$ cat config.mk
export PLATFORM = sky130hd
export DESIGN_NAME = load_ext_align_flat
export DESIGN_NICKNAME = d
export VERILOG_FILES = /design/src/rtl/load_ext_align_if.sv /design/src/rtl/load_ext_align.sv /design/src/flat_wrapper.sv
export SDC_FILE = /design/constraint.sdc
export NUM_CORES = 1
export LEC_CHECK = 0
export CAP_MARGIN = 10
export CORE_MARGIN = 3
export CORE_UTILIZATION = 52
export CTS_BUF_LIST = sky130_fd_sc_hd__clkbuf_2
export CTS_CLUSTER_SIZE = 12
export DETAILED_ROUTE_END_ITERATION = 12
export PLACE_DENSITY = 0.82
export SYNTH_ARGS = -nofsm -noshare
export SYNTH_HDL_FRONTEND = slang
export SYNTH_SLANG_ARGS = --single-unit
$ cat constraint.sdc
create_clock -name clk -period 2.88 [get_ports clk]
set_clock_uncertainty 0.05 [all_clocks]
set_input_delay 0.576 -clock clk [delete_from_list [all_inputs] [get_ports clk]]
set_output_delay 0.576 -clock clk [all_outputs]
set_load 0.02 [all_outputs]
$ cat src/rtl/load_ext_align_if.sv
// Request/response bundle between data-memory read and the load aligner.
// The master issues requests and drives out_ready; the slave is the aligner.
interface load_ext_align_if #(
  parameter int WORD_W = 32
);
  localparam int OFF_W = $clog2(WORD_W / 8);

  logic              in_valid;
  logic              in_ready;
  logic [WORD_W-1:0] in_data;
  logic [OFF_W-1:0]  in_off;
  logic [1:0]        in_size;
  logic              in_signed;
  logic              out_valid;
  logic              out_ready;
  logic [WORD_W-1:0] out_data;
  logic              out_misalign;

  modport master (
    output in_valid, in_data, in_off, in_size, in_signed, out_ready,
    input  in_ready, out_valid, out_data, out_misalign
  );

  modport slave (
    input  in_valid, in_data, in_off, in_size, in_signed, out_ready,
    output in_ready, out_valid, out_data, out_misalign
  );
endinterface

$ cat src/rtl/load_ext_align.sv
// Two-stage load aligner: S1 selects the addressed lane and flags misalignment,
// S2 extends to WORD_W (or places an upper immediate) and holds the result.
module load_ext_align #(
  parameter int WORD_W = 32,
  parameter int OFF_W  = $clog2(WORD_W / 8),
  parameter int CNT_W  = 8
) (
  input  logic             clk,
  input  logic             reset,
  load_ext_align_if.slave  bus,
  input  logic             err_clr,
  output logic [CNT_W-1:0] err_count
);

  localparam logic [1:0] SZ_BYTE  = 2'b00;
  localparam logic [1:0] SZ_HALF  = 2'b01;
  localparam logic [1:0] SZ_WORD  = 2'b10;
  localparam logic [1:0] SZ_UPPER = 2'b11;

  // Stage 1 state
  logic              r_s1_valid;
  logic [WORD_W-1:0] r_s1_raw;
  logic [1:0]        r_s1_size;
  logic              r_s1_signed;
  logic              r_s1_mis;

  // Stage 2 state (drives the outputs directly)
  logic              r_s2_valid;
  logic [WORD_W-1:0] r_out_data;
  logic              r_out_mis;
  logic [CNT_W-1:0]  r_err_count;

  logic              w_s2_ready;
  logic              w_s1_ready;
  logic              w_accept;
  logic [OFF_W+2:0]  w_shift;
  logic [WORD_W-1:0] w_lane;
  logic [WORD_W-1:0] w_raw;
  logic              w_mis;
  logic              w_fill8;
  logic              w_fill16;
  logic [WORD_W-1:0] w_ext;
  logic [WORD_W-1:0] w_s2_data;

  assign w_s2_ready = !r_s2_valid || bus.out_ready;
  assign w_s1_ready = !r_s1_valid || w_s2_ready;
  assign w_accept   = bus.in_valid && w_s1_ready;
  assign w_shift    = {bus.in_off, 3'b000};
  assign w_lane     = bus.in_data >> w_shift;

  // Lane selection and misalignment classification of the incoming request.
  always_comb begin
    w_raw = {WORD_W{1'b0}};
    w_mis = 1'b0;
    case (bus.in_size)
      SZ_BYTE: begin
        w_raw = w_lane;
        w_mis = 1'b0;
      end
      SZ_HALF: begin
        w_raw = w_lane;
        w_mis = bus.in_off[0];
      end
      SZ_WORD: begin
        w_raw = bus.in_data;
        w_mis = (bus.in_off != {OFF_W{1'b0}});
      end
      SZ_UPPER: begin
        w_raw = {{(WORD_W-16){1'b0}}, bus.in_data[15:0]};
        w_mis = 1'b0;
      end
      default: begin
        w_raw = {WORD_W{1'b0}};
        w_mis = 1'b0;
      end
    endcase
  end

  assign w_fill8  = r_s1_signed & r_s1_raw[7];
  assign w_fill16 = r_s1_signed & r_s1_raw[15];

  // Extension / upper placement of the S1 value; misaligned results read as zero.
  always_comb begin
    w_ext = {WORD_W{1'b0}};
    case (r_s1_size)
      SZ_BYTE:  w_ext = {{(WORD_W-8){w_fill8}}, r_s1_raw[7:0]};
      SZ_HALF:  w_ext = {{(WORD_W-16){w_fill16}}, r_s1_raw[15:0]};
      SZ_WORD:  w_ext = r_s1_raw;
      SZ_UPPER: w_ext = {r_s1_raw[15:0], {(WORD_W-16){1'b0}}};
      default:  w_ext = {WORD_W{1'b0}};
    endcase
    if (r_s1_mis) begin
      w_s2_data = {WORD_W{1'b0}};
    end else begin
      w_s2_data = w_ext;
    end
  end

  // Stage 1 register: captures on accept, empties when S2 takes its contents.
  always_ff @(posedge clk or posedge reset) begin
    if (reset) begin
      r_s1_valid  <= 1'b0;
      r_s1_raw    <= {WORD_W{1'b0}};
      r_s1_size   <= 2'b00;
      r_s1_signed <= 1'b0;
      r_s1_mis    <= 1'b0;
    end else if (w_accept) begin
      r_s1_valid  <= 1'b1;
      r_s1_raw    <= w_raw;
      r_s1_size   <= bus.in_size;
      r_s1_signed <= bus.in_signed;
      r_s1_mis    <= w_mis;
    end else if (w_s2_ready) begin
      r_s1_valid  <= 1'b0;
    end
  end

  // Stage 2 register: output holds stable while the consumer stalls.
  always_ff @(posedge clk or posedge reset) begin
    if (reset) begin
      r_s2_valid <= 1'b0;
      r_out_data <= {WORD_W{1'b0}};
      r_out_mis  <= 1'b0;
    end else if (w_s2_ready) begin
      r_s2_valid <= r_s1_valid;
      if (r_s1_valid) begin
        r_out_data <= w_s2_data;
        r_out_mis  <= r_s1_mis;
      end
    end
  end

  // Saturating misalignment counter; clear wins over a same-cycle increment.
  always_ff @(posedge clk or posedge reset) begin
    if (reset) begin
      r_err_count <= {CNT_W{1'b0}};
    end else if (err_clr) begin
      r_err_count <= {CNT_W{1'b0}};
    end else if (w_accept && w_mis && (r_err_count != {CNT_W{1'b1}})) begin
      r_err_count <= r_err_count + {{(CNT_W-1){1'b0}}, 1'b1};
    end
  end

  assign bus.in_ready     = w_s1_ready;
  assign bus.out_valid    = r_s2_valid;
  assign bus.out_data     = r_out_data;
  assign bus.out_misalign = r_out_mis;
  assign err_count        = r_err_count;

endmodule

$ cat src/flat_wrapper.sv
// flat-port wrapper written by rule: the top's interface ports become plain ports
module load_ext_align_flat 
#(
  parameter int WORD_W = 32,
  parameter int OFF_W  = $clog2(WORD_W / 8),
  parameter int CNT_W  = 8
)
  (clk, reset, err_clr, err_count, bus_in_valid, bus_in_data, bus_in_off, bus_in_size, bus_in_signed, bus_out_ready, bus_in_ready, bus_out_valid, bus_out_data, bus_out_misalign);
  load_ext_align_if #(.WORD_W(WORD_W)) bus_i ();
  input  logic clk;
  input  logic reset;
  input  logic err_clr;
  output logic [CNT_W-1:0] err_count;
  input wire logic [$bits(bus_i.in_valid)-1:0] bus_in_valid;
  input wire logic [$bits(bus_i.in_data)-1:0] bus_in_data;
  input wire logic [$bits(bus_i.in_off)-1:0] bus_in_off;
  input wire logic [$bits(bus_i.in_size)-1:0] bus_in_size;
  input wire logic [$bits(bus_i.in_signed)-1:0] bus_in_signed;
  input wire logic [$bits(bus_i.out_ready)-1:0] bus_out_ready;
  output wire logic [$bits(bus_i.in_ready)-1:0] bus_in_ready;
  output wire logic [$bits(bus_i.out_valid)-1:0] bus_out_valid;
  output wire logic [$bits(bus_i.out_data)-1:0] bus_out_data;
  output wire logic [$bits(bus_i.out_misalign)-1:0] bus_out_misalign;
  assign bus_i.in_valid = bus_in_valid;
  assign bus_i.in_data = bus_in_data;
  assign bus_i.in_off = bus_in_off;
  assign bus_i.in_size = bus_in_size;
  assign bus_i.in_signed = bus_in_signed;
  assign bus_i.out_ready = bus_out_ready;
  assign bus_in_ready = bus_i.in_ready;
  assign bus_out_valid = bus_i.out_valid;
  assign bus_out_data = bus_i.out_data;
  assign bus_out_misalign = bus_i.out_misalign;
  load_ext_align #(.WORD_W(WORD_W), .OFF_W(OFF_W), .CNT_W(CNT_W)) u_core (.clk(clk), .reset(reset), .bus(bus_i), .err_clr(err_clr), .err_count(err_count));
endmodule
==> flow_metrics.py, run 1 <==
metrics = {
    "cts": {
        "cts_resized": 0,
        "cts.path.max_buffers": 2,
        "htreeDepth": 3,
        "hold_buffers": 0,
        "clock_latency_ps": 520,
        "postCtsSetupRepairBufs": 0,
        "cts_buffers": 9,
        "clk_pin_slew_ps": 230,
        "cts-root-buf": "clkbuf_2",
        "cts_tree": "built",
        "cts.sinks": 79,
    },
    "route": {
        "dr.pass1.iters": 5,
        "wire_per_inst_um": 17.5,
        "drc": 0,
        "drt_iter0_markers": 268,
        "viasPerCell": 5.91,
        "drt_wl_total_mm": 10.0,
        "antenna_left": 0,
        "vias": 3383,
    },
    "timing": {
        "setup_viol": 0,
        "fin_crit_sh_pct": 85.8,
        "rsz0062_at_grt": "false",
        "worst_slew_pin_slew_ps": 715,
        "finalCriticalPeriod_ps": 2470,
        "slew_viol_final": 0,
        "fin_tns_setup_ps": 0,
        "finalHoldViolCount": 0,
        "slew_headroom_pct": 52.1,
        "fmax_ghz": 0.405,
    },
    "grt": {
        "grt_pass1_wl_mm": 17.0,
        "grt_pass1_vias": 3337,
        "track_usage_pct": 25.0,
        "antenna_found_initial": 0,
        "overflow": 0,
        "grt_max_degree": 47,
    },
    "synth": {
        "synth_edf_count": 0,
        "synth_seq_area_share_pct": 50.8,
        "avgSynthCellArea_um2": 9.89,
        "syn_area_um2": 3890,
        "synth_cell_types": 38,
        "async_flop_share_pct": 100,
        "ys_warn_count": 0,
        "synth_top_flop_cell": "dfrtp_1",
        "synth-seq-cells": 79,
        "synth_cells": 393,
        "syn_nets": 436,
    },
    "floorplan": {
        "dieArea_um2": 8550,
        "fp.dieH_um": 92.5,
        "std_cell_rows": 30,
        "initial_core_util_pct": 55.4,
        "ioPinCount": 85,
        "die_w_um": 92.5,
        "core_area_um2": 7020,
    },
    "power_and_ir_drop": {
        "p_leak_nw": 2.14,
        "power_density_nw_per_um2": 614,
        "vdd_drop_max_v": 0.000286,
        "power_mw": 3.04,
    },
    "setup_path": {
        "critical-path-slowest-cell": "clkdlybuf4s50_1",
        "rrSetupSlack_ps": 530,
        "cp_cell_sequence": "clkdlybuf4s50_1 -> nand3b_1 -> clkdlybuf4s50_1",
        "startpoint_type": "input port",
        "critPathCaptureType": "output pin",
        "crit_path_max_fanout": 4,
        "cp.required_ps": 2250,
        "crit_path_max_incr_delay_ps": 630,
        "crit_arrival_ps": 1840,
        "critical_path_class": "input port to output pin",
        "crit_top_cell": "clkdlybuf4s50_1",
    },
    "layout": {
        "n_fill_cell": 538,
        "areaGrowthSynthToFinish_pct": 27.4,
        "drive_gt1_share_pct": 11.3,
        "diodes": 0,
        "nets": 514,
    },
    "placement": {
        "hpwl_mm": 7.52,
        "port_buffers": 84,
        "globalplace.congestion": 1.00,
    },
    "flow_run": {
        "maxCapViolCount": 0,
    },
    "outcome": {
        "outcome": "completed",
    },
    "worst_hold_path": {
        "hp-class": "input port to asynchronous set/reset pin",
    },
}
cell type report:
cell class                 count  area, µm²  area share [%]
inverter                       2       7.51           0.151
timing repair buffer          97        951            19.2
sequential                    79       1980            39.9
clock inverter                 6       85.1            1.72
clock buffer                  10       50.0            1.01
multi-input combinational    282       1770            35.6
tap                           96        120            2.42
cells in the final DEF (no fill, tap or decap), types with 2 or more instances in the layout:
| cell type | instances |
|---|---|
| o21ai_0 | 52 |
| nor2_1 | 7 |
| a2bb2oi_1 | 22 |
| a22oi_1 | 10 |
| dfrtp_1 | 79 |
| and3_1 | 3 |
| a311oi_1 | 2 |
| mux2i_1 | 9 |
| buf_4 | 12 |
| o31ai_1 | 3 |
| or4_1 | 3 |
| nor4_1 | 2 |
| bufinv_16 | 2 |
| nand2b_1 | 6 |
| clkbuf_2 | 10 |
| clkdlybuf4s50_1 | 84 |
| o22ai_1 | 8 |
| a31oi_1 | 2 |
| a22o_1 | 16 |
| nand3b_1 | 2 |
| nand2_1 | 65 |
| nor2b_1 | 7 |
| a21oi_1 | 27 |
| and2_1 | 2 |
| mux2_2 | 20 |
| nand3_1 | 2 |
critical path, delay by kind of cell:
kind | cells | cell delay [ps]
AND/OR/NAND/NOR | 1 | 180
buffers and inverters | 2 | 1090
power breakdown:
group,switching [mW],internal [mW]
clock,0.387,0.288
sequential,0.126,1.29
combinational,0.496,0.456
total,1.01,2.04
metal layers:
metal / vias up / GRT usage, % / wire, µm
li1: 1596 / - / -
met1: 1621 / 35.6 / 4520
met2: 150 / 39.2 / 4690
met3: 16 / 4.06 / 657
met4: 0 / 8.17 / 170
met5: - / 0 / 0
flip-flops by register name (all words and copies together) (netlist names):
signal and count:
u_core.bus.out_data 32, u_core.r_s1_raw 32, u_core.err_count 8, u_core.r_s1_size 2
u_core.bus.out_misalign 1, u_core.bus.out_valid 1, u_core.r_s1_mis 1, u_core.r_s1_signed 1
u_core.r_s1_valid 1
final timing paths:
check	to	start	depth (start not counted)
setup / recovery	bus_in_ready	bus_out_ready	3
hold / removal	u_core.bus.out_data[3]	reset	2
setup reg to reg	u_core.bus.out_data[23]	u_core.r_s1_size[1]	3
hold reg to reg	u_core.r_s1_raw[23]	u_core.r_s1_raw[23]	2
max in group asynchronous	u_core.r_s1_raw[31]	reset	3
min in group clk	u_core.r_s1_raw[23]	u_core.r_s1_raw[23]	2
cells in the mapped netlist, types with 2 or more instances:
cell	number	area [µm²]
buf_6	3	33.8
o22ai_1	8	50.1
nand3b_1	2	15.0
a2bb2oi_1	22	193
inv_1	2	7.51
nand2_1	66	248
nand2b_1	6	37.5
clkbuf_1	20	75.1
a22o_1	16	140
nor2_1	7	26.3
a311oi_1	2	17.5
o21ai_0	52	260
or4_1	3	22.5
dfrtp_1	79	1980
nor4_1	2	12.5
a21oi_1	27	135
mux2_2	20	225
buf_2	5	25.0
buf_1	2	7.51
a22oi_1	10	75.1
o31ai_1	3	22.5
nand3_1	2	10.0
nor2b_1	7	43.8
and2_1	2	12.5
and3_1	3	18.8
a31oi_1	2	12.5
mux2i_1	9	90.1
kinds of logic (layout without fill, tap and decap cells):
kind of cell             after synthesis  after routing  share of synthesized area, %
AO/OA/AOI/OAI                        147            147                          24.4
adder cells (fa/ha/maj)                1              1                         0.322
buffers and inverters                 32            115                          3.83
flip-flops                            79             79                          50.8
multiplexers                          29             29                          8.11
AND/OR/NAND/NOR                      105            105                          12.5
metrics by stage:
step | setup WS, ps | hold WS, ps | util (%) | cells | instance area [µm²]
finish | 409 | 256 | 70.6 | 572 | 4960
global route | 355 | 253 | 70.6 | 572 | 4960
CTS | 410 | 268 | 70.6 | 572 | 4960
detailed placement | 292 | 419 | 68.7 | 556 | 4820
global placement | 359 | 412 | 68.7 | 556 | 4820
floorplan | 231 | 396 | - | 393 | 3890
No activity file was read; power rests on OpenSTA's default activity.
==> inputs of run 2 (changes only) <==
- CORE_UTILIZATION: 52 -> 60
- DONT_BUFFER_PORTS: default -> 1
- PLACE_DENSITY: 0.82 -> 0.76
==> flow_metrics.py, run 2 (synthesis results as in run 1) <==
metrics = {
    "floorplan": {
        "core_area_um2": 6100,
        "initial_core_util_pct": 63.8,
        "std_cell_rows": 28,
        "ioPinCount": 85,
        "fp.dieH_um": 86.5,
        "dieArea_um2": 7480,
        "die_w_um": 86.5,
    },
    "timing": {
        "slew_viol_final": 0,
        "worst_slew_pin_slew_ps": 632,
        "fin_crit_sh_pct": 79.5,
        "fmax_ghz": 0.437,
        "fin_tns_setup_ps": 0,
        "rsz0062_at_grt": "false",
        "slew_headroom_pct": 57.9,
        "setup_viol": 0,
        "finalHoldViolCount": 0,
        "finalCriticalPeriod_ps": 2290,
        "fin_ws_ps": 591,
    },
    "layout": {
        "n_fill_cell": 494,
        "final_cell_area_um2": 3990,
        "mostFrequentLayoutCells": "dfrtp_1, nand2_1, o21ai_0",
        "multi_input_area_um2": 1770,
        "seqCellArea_um2": 1980,
        "diodes": 0,
        "fin_util_pct": 65.4,
        "drive_gt1_share_pct": 11.2,
        "nets": 424,
        "mostFrequentLayoutCell": "dfrtp_1",
        "areaGrowthSynthToFinish_pct": 2.54,
    },
    "placement": {
        "post-place-ws_ps": 666,
        "hpwl_mm": 6.56,
        "globalplace.congestion": 0.848,
        "port_buffers": 0,
        "post_dp_cell_area_um2": 3890,
    },
    "route": {
        "viasPerCell": 6.55,
        "wire_per_inst_um": 20.0,
        "dr.pass1.iters": 6,
        "drt_iter0_markers": 194,
        "drt_wl_total_mm": 9.18,
        "vias": 3015,
        "drc": 0,
        "antenna_left": 0,
    },
    "cts": {
        "clk_pin_slew_ps": 210,
        "cts.sinks": 79,
        "postCtsSetupRepairBufs": 0,
        "clock_latency_ps": 500,
        "cts-root-buf": "clkbuf_2",
        "hold_buffers": 1,
        "cts_resized": 0,
        "cts_tree": "built",
        "cts_buffers": 9,
        "cts.path.max_buffers": 2,
        "htreeDepth": 3,
    },
    "setup_path": {
        "critical_path_class": "flip-flop to flip-flop",
        "path_buf_inv": 0,
        "crit_path_max_fanout": 24,
        "crit_path_max_incr_delay_ps": 650,
        "cp_cell_sequence": "nor2_1 -> a211o_1 -> o21ai_0",
        "path_delay_family": "compound AO/OA/AOI/OAI gates",
        "worstReg2RegStart": "u_core.r_s1_size[1]",
        "cp.required_ps": 3200,
        "crit_arrival_ps": 2610,
        "startpoint_type": "flip-flop",
        "crit_start": "u_core.r_s1_size[1]",
        "critPathCaptureType": "flip-flop",
        "critical-path-slowest-cell": "dfrtp_1",
    },
    "power_and_ir_drop": {
        "p_leak_nw": 1.76,
        "vdd_drop_max_v": 0.000471,
        "power_density_nw_per_um2": 632,
        "power_mw": 2.52,
    },
    "grt": {
        "met2_usage_pct": 37.1,
        "grt_max_degree": 80,
        "grt_pass1_vias": 2892,
        "track_usage_pct": 25.5,
        "overflow": 0,
        "antenna_found_initial": 0,
        "use_met3_pct": 8.37,
        "grt-busiest-layer": "met2",
        "grt_pass1_wl_mm": 15.0,
        "gr-usage-met1_pct": 36.7,
    },
    "worst_hold_path": {
        "worstHoldStart": "err_clr",
        "hp-class": "input port to flip-flop",
    },
    "outcome": {
        "outcome": "completed",
    },
    "flow_run": {
        "maxCapViolCount": 0,
    },
}
[run 2: changes by cell type in the layout (fill, tap and decap cells not counted)]
cell             before  now
clkdlybuf4s50_1      84    0
clkinv_1              1    3
dlygate4sd3_1         0    2
bufinv_16             2    0
clkbuf_2             10    9
clkinv_4              1    0
buf_4                12    4
clkinv_2              1    2
[run 2: worst paths after layout]
kind,to,slack [ps],cells after the start
hold reg to reg,u_core.r_s1_raw[21],460,2
max in group asynchronous,u_core.r_s1_raw[1],1890,3
setup reg to reg,u_core.bus.out_data[12],590,3
min in group asynchronous,u_core.bus.out_data[27],520,3
setup / recovery,u_core.bus.out_data[12],590,3
hold / removal,u_core.err_count[0],50,1
[run 2: routing by layer]
metal | wire length (µm) | up-vias
met1 | 4170 | 1452
met4 | 114 | 0
met5 | 0 | -
met2 | 4020 | 142
met3 | 883 | 12
li1 | - | 1409
[run 2: metrics by stage]
stage,hold WS [ps],instances
3_3_place_gp,413,443
6_report,47.2,460
2_1_floorplan,396,393
4_1_cts,19.6,459
3_5_place_dp,425,443
5_1_grt,4.92,460
[run 2: cell type report]
cell class	count	share of cell area (%)
Clock buffer	9	1.13
Clock inverter	6	0.722
Inverter	2	0.188
Multi-Input combinational cell	282	44.3
Sequential cell	79	49.6
Tap cell	75	2.35
Timing Repair Buffer	7	1.76
[run 2: report_power, final]
group | switching, mW | internal (mW)
Sequential | 0.302 | 1.29
Clock | 0.368 | 0.0976
Combinational | 0.253 | 0.208
==> inputs of run 3 (changes only) <==
- clock period: 2.88 -> 2.15 ns (I/O delays scaled with it)
==> flow_metrics.py, run 3 (synthesis results as in run 1) <==
metrics = {
    "outcome": {
        "outcome": "completed",
    },
    "power_and_ir_drop": {
        "p_leak_nw": 1.87,
        "vdd_drop_max_v": 0.000741,
        "power_density_nw_per_um2": 872,
    },
    "floorplan": {
        "fp.dieH_um": 86.5,
        "std_cell_rows": 28,
        "initial_core_util_pct": 63.8,
        "die_w_um": 86.5,
        "dieArea_um2": 7480,
        "ioPinCount": 85,
        "core_area_um2": 6100,
    },
    "placement": {
        "post_dp_cell_area_um2": 3950,
        "hpwl_mm": 6.72,
        "port_buffers": 0,
        "globalplace.congestion": 0.816,
    },
    "layout": {
        "diodes": 0,
        "mostFrequentLayoutCells": "dfrtp_1, nand2_1, o21ai_0",
        "areaGrowthSynthToFinish_pct": 8.85,
        "mostFrequentLayoutCell": "dfrtp_1",
        "nets": 442,
        "drive_gt1_share_pct": 12.6,
        "final_cell_area_um2": 4230,
        "fin_util_pct": 69.4,
    },
    "timing": {
        "setup_viol": 0,
        "slew_viol_final": 0,
        "fin_tns_setup_ps": 0,
        "fmax_ghz": 0.522,
        "finalHoldViolCount": 0,
        "finalCriticalPeriod_ps": 1920,
        "fin_crit_sh_pct": 89.1,
        "worst_slew_pin_slew_ps": 1110,
        "slew_headroom_pct": 25.9,
        "rsz0062_at_grt": "false",
    },
    "grt": {
        "grt_pass1_wl_mm": 15.4,
        "track_usage_pct": 26.7,
        "antenna_found_initial": 0,
        "grt_pass1_vias": 2872,
        "overflow": 0,
        "grt_max_degree": 61,
    },
    "setup_path": {
        "ff2ff_path_depth": 3,
        "rrSetupSlack_ps": 230,
        "worstReg2RegStart": "u_core.r_s1_size[0]",
        "crit_path_max_fanout": 15,
        "critPathCaptureType": "flip-flop",
        "critical_path_class": "flip-flop to flip-flop",
        "crit_end": "u_core.bus.out_data[29]",
        "rr_endpoint": "u_core.bus.out_data[29]",
        "crit_start": "u_core.r_s1_size[0]",
        "cp.required_ps": 2550,
        "crit_arrival_ps": 2320,
        "startpoint_type": "flip-flop",
    },
    "route": {
        "dr.pass1.iters": 6,
        "vias": 3132,
        "viasPerCell": 6.54,
        "drc": 0,
        "antenna_left": 0,
        "drt_iter0_markers": 245,
        "drt_wl_total_mm": 9.59,
        "wire_per_inst_um": 20.0,
    },
    "cts": {
        "clk_pin_slew_ps": 220,
        "cts.sinks": 79,
        "cts.path.max_buffers": 2,
        "cts_tree": "built",
        "cts_buffers": 9,
        "clock_latency_ps": 510,
        "htreeDepth": 3,
        "cts-root-buf": "clkbuf_2",
    },
    "flow_run": {
        "maxCapViolCount": 0,
    },
    "worst_hold_path": {
        "worstHoldStart": "bus_in_data[13]",
        "hp-class": "input port to flip-flop",
    },
}
## run 3: routing by layer
layer / vias to the layer above / global-route usage [%] / wire length, µm
li1: 1445 / - / -
met1: 1522 / 38.9 / 4210
met2: 152 / 38.6 / 4330
met3: 13 / 7.51 / 946
met4: 0 / 9.21 / 103
met5: - / 0 / 0
## run 3: repair_timing
action	4_1_cts	5_1_grt
resized for setup	0	0
hold buffers	14	1
hold endpoints to repair	97	1
setup buffers	0	0
## run 3: cell type report
cell class	count	area, µm²
Tap cell	75	93.8
Clock buffer	10	50.0
Multi-Input combinational cell	282	1770
Clock inverter	6	85.1
Fill cell	459	1860
Sequential cell	79	1980
Inverter	2	11.3
Timing Repair Buffer	25	250
## run 3: stage by stage
step	total power [mW]	cells	hold WS [ps]	setup WS, ps
6_report	3.69	479	32.0	234
5_1_grt	3.89	479	5.90	98.6
4_1_cts	3.69	478	9.41	234
3_5_place_dp	2.79	448	139	305
3_3_place_gp	2.77	448	140	329
2_1_floorplan	2.61	393	396	272
## run 3: how the worst min path moves through the flow
stage                              endpoint  slack (ps)  cells past startpoint
floorplan               u_core.r_s1_raw[16]         400                      2
global placement    u_core.bus.out_misalign         140                      1
detailed placement  u_core.bus.out_misalign         140                      1
CTS                    u_core.bus.out_valid           9                      2
global route             u_core.r_s1_raw[0]           6                      2
finish                  u_core.r_s1_raw[13]          30                      2
## run 3: critical path, cell delays in order (launching register included)
cell and delay, ps:
dfrtp_1 570, a21oi_1 910, a21oi_1 130, o21ai_0 200
## run 3: where the power goes
group / switching (mW) / internal (mW)
logic: 0.352 / 0.309
clock network: 0.505 / 0.386
registers: 0.410 / 1.73
total: 1.27 / 2.42
==> edit (settings of run 3) <==
`CNT_W` is set to 8 in 2 places; all go to 6.
--- a/src/rtl/load_ext_align.sv
+++ b/src/rtl/load_ext_align.sv
@@ -5,3 +5,3 @@
   parameter int OFF_W  = $clog2(WORD_W / 8),
-  parameter int CNT_W  = 8
+  parameter int CNT_W  = 6
 ) (
--- a/src/flat_wrapper.sv
+++ b/src/flat_wrapper.sv
@@ -5,3 +5,3 @@
   parameter int OFF_W  = $clog2(WORD_W / 8),
-  parameter int CNT_W  = 8
+  parameter int CNT_W  = 6
 )
Ports: changed (resized err_count); port bits go from 85 to 83. No check against the original RTL was run, so the function may have changed too.
==> edit against run 3 <==
Worst setup slack better by 35 ps. Clock power is 13% higher. Wire length is 5.9% lower. Power is 3.8% higher. Critical path depth is 1 lower. Sequential cell count is 2 lower. Area after synthesis is 3.5% lower. Worst hold slack worse by 3.9 ps. Cell area is 2.4% lower. Critical path type is now flop to output pin. Critical endpoint is now bus_in_ready. Largest cell class unchanged. Highest routed layer unchanged.
==> edit: results <==
metrics = {
    "route": {
        "wirelength_um": 9020,
        "drt_iter0_markers": 246,
        "routedWlPerCell_um": 19.3,
        "drt-vias-per-instance": 6.38,
    },
    "synthesis": {
        "synth_compound_area_frac": 0.277,
        "synth.area.top_cells": "dfrtp_1 51%, nand2_1 6.2%, o21ai_0 5.5%, a2bb2oi_1 5.1%, o31ai_1 5.0%",
        "synthMuxAreaShare": 0.0420,
        "syn-instance-count": 382,
        "synth.distinct_cells": 37,
        "synth_commonest_cells": "77 x dfrtp_1, 62 x nand2_1, 41 x o21ai_0",
        "seq_area_frac_synth": 0.514,
    },
    "worst_setup_path": {
        "rrSetupSlack_ps": 290,
        "reg2reg_to": "u_core.err_count[5]$_DFFE_PP0P_",
        "r2r-start": "u_core.err_count[0]$_DFFE_PP0P_",
        "slowest_stage": "dfrtp_1",
        "crit_arrival_ps": 1400,
        "slowest_delay_ps": 520,
        "cp_top_family": "flip-flops",
        "rr_worst_depth": 5,
        "cp_max_fo": 3,
    },
    "cts": {
        "cts_buffers": 9,
        "ctsHoldBuffers": 13,
        "post_cts_buffers": 0,
        "ctsHtreeMaxLevel": 3,
        "clkLatencyLatePin_ps": 520,
    },
    "worst_hold_path": {
        "holdCritStartpoint": "bus_in_size[1]",
        "hold_end": "u_core.r_s1_raw[5]$_DFFE_PP0P_",
    },
    "place": {
        "dp_worst_setup_slack_ps": 326,
        "hpwlAfterDp_um": 6500,
    },
    "timing": {
        "worstMarginPinSlew_ps": 528,
    },
    "power_and_ir_drop": {
        "ir_drop_mv": 0.536,
        "swShare": 0.345,
        "powerDensity_nw_per_um2": 927,
        "power.leakage_nw": 1.79,
        "pwr-share-comb": 0.181,
    },
    "outcome": {
        "status": "finished, final reports clean",
    },
    "global_routing": {
        "grt_max_degree": 60,
        "grt_usage": 0.258,
        "grt_pass1_vias": 2826,
    },
    "layout": {
        "drive_gt1_frac": 0.102,
        "nets": 430,
    },
}
[edit: worst max path at each step]
stage / slack (ps) / endpoint / start / depth (start not counted)
after CTS: 250 / bus_in_ready / u_core.bus.out_valid$_DFFE_PP0P_ / 2
after detailed placement: 330 / u_core.err_count[5]$_DFFE_PP0P_ / u_core.err_count[0]$_DFFE_PP0P_ / 5
final: 270 / bus_in_ready / u_core.bus.out_valid$_DFFE_PP0P_ / 2
after floorplan: 310 / u_core.err_count[3]$_DFFE_PP0P_ / u_core.bus.out_valid$_DFFE_PP0P_ / 5
after global routing: 170 / bus_in_ready / u_core.bus.out_valid$_DFFE_PP0P_ / 2
after global placement: 400 / u_core.err_count[3]$_DFFE_PP0P_ / u_core.err_count[0]$_DFFE_PP0P_ / 5
[edit: cell type report]
type	count	area (um^2)
Sequential cell	77	1930
Fill cell	452	1860
Multi-Input combinational cell	271	1670
Timing Repair Buffer	26	268
Clock inverter	6	111
Tap cell	75	93.8
Clock buffer	10	50.0
Inverter	2	11.3
[edit: metrics by stage]
step                       util  area (um^2)  hold WS, ps
after floorplan               -         3750          395
after global placement    0.639         3830          292
after detailed placement  0.639         3830          301
after CTS                 0.688         4120         5.42
after global routing      0.689         4130         16.8
final                     0.689         4130         28.1
[edit: per-layer routing]
| metal | track usage | share of wire | wire, um |
|---|---|---|---|
| met1 | 0.380 | 0.46 | 4130 |
| met2 | 0.362 | 0.43 | 3900 |
| met3 | 0.0786 | 0.092 | 832 |
| met4 | 0.0906 | 0.018 | 161 |
| met5 | 0 | 0 | 0 |
[edit: cells by family (layout without fill, tap and decap cells)]
logic type / Yosys count / after routing
flops: 77 / 77
mux: 15 / 15
buf+inv: 34 / 44
simple gates: 99 / 99
fa+ha+maj: 1 / 1
compound gates: 156 / 156
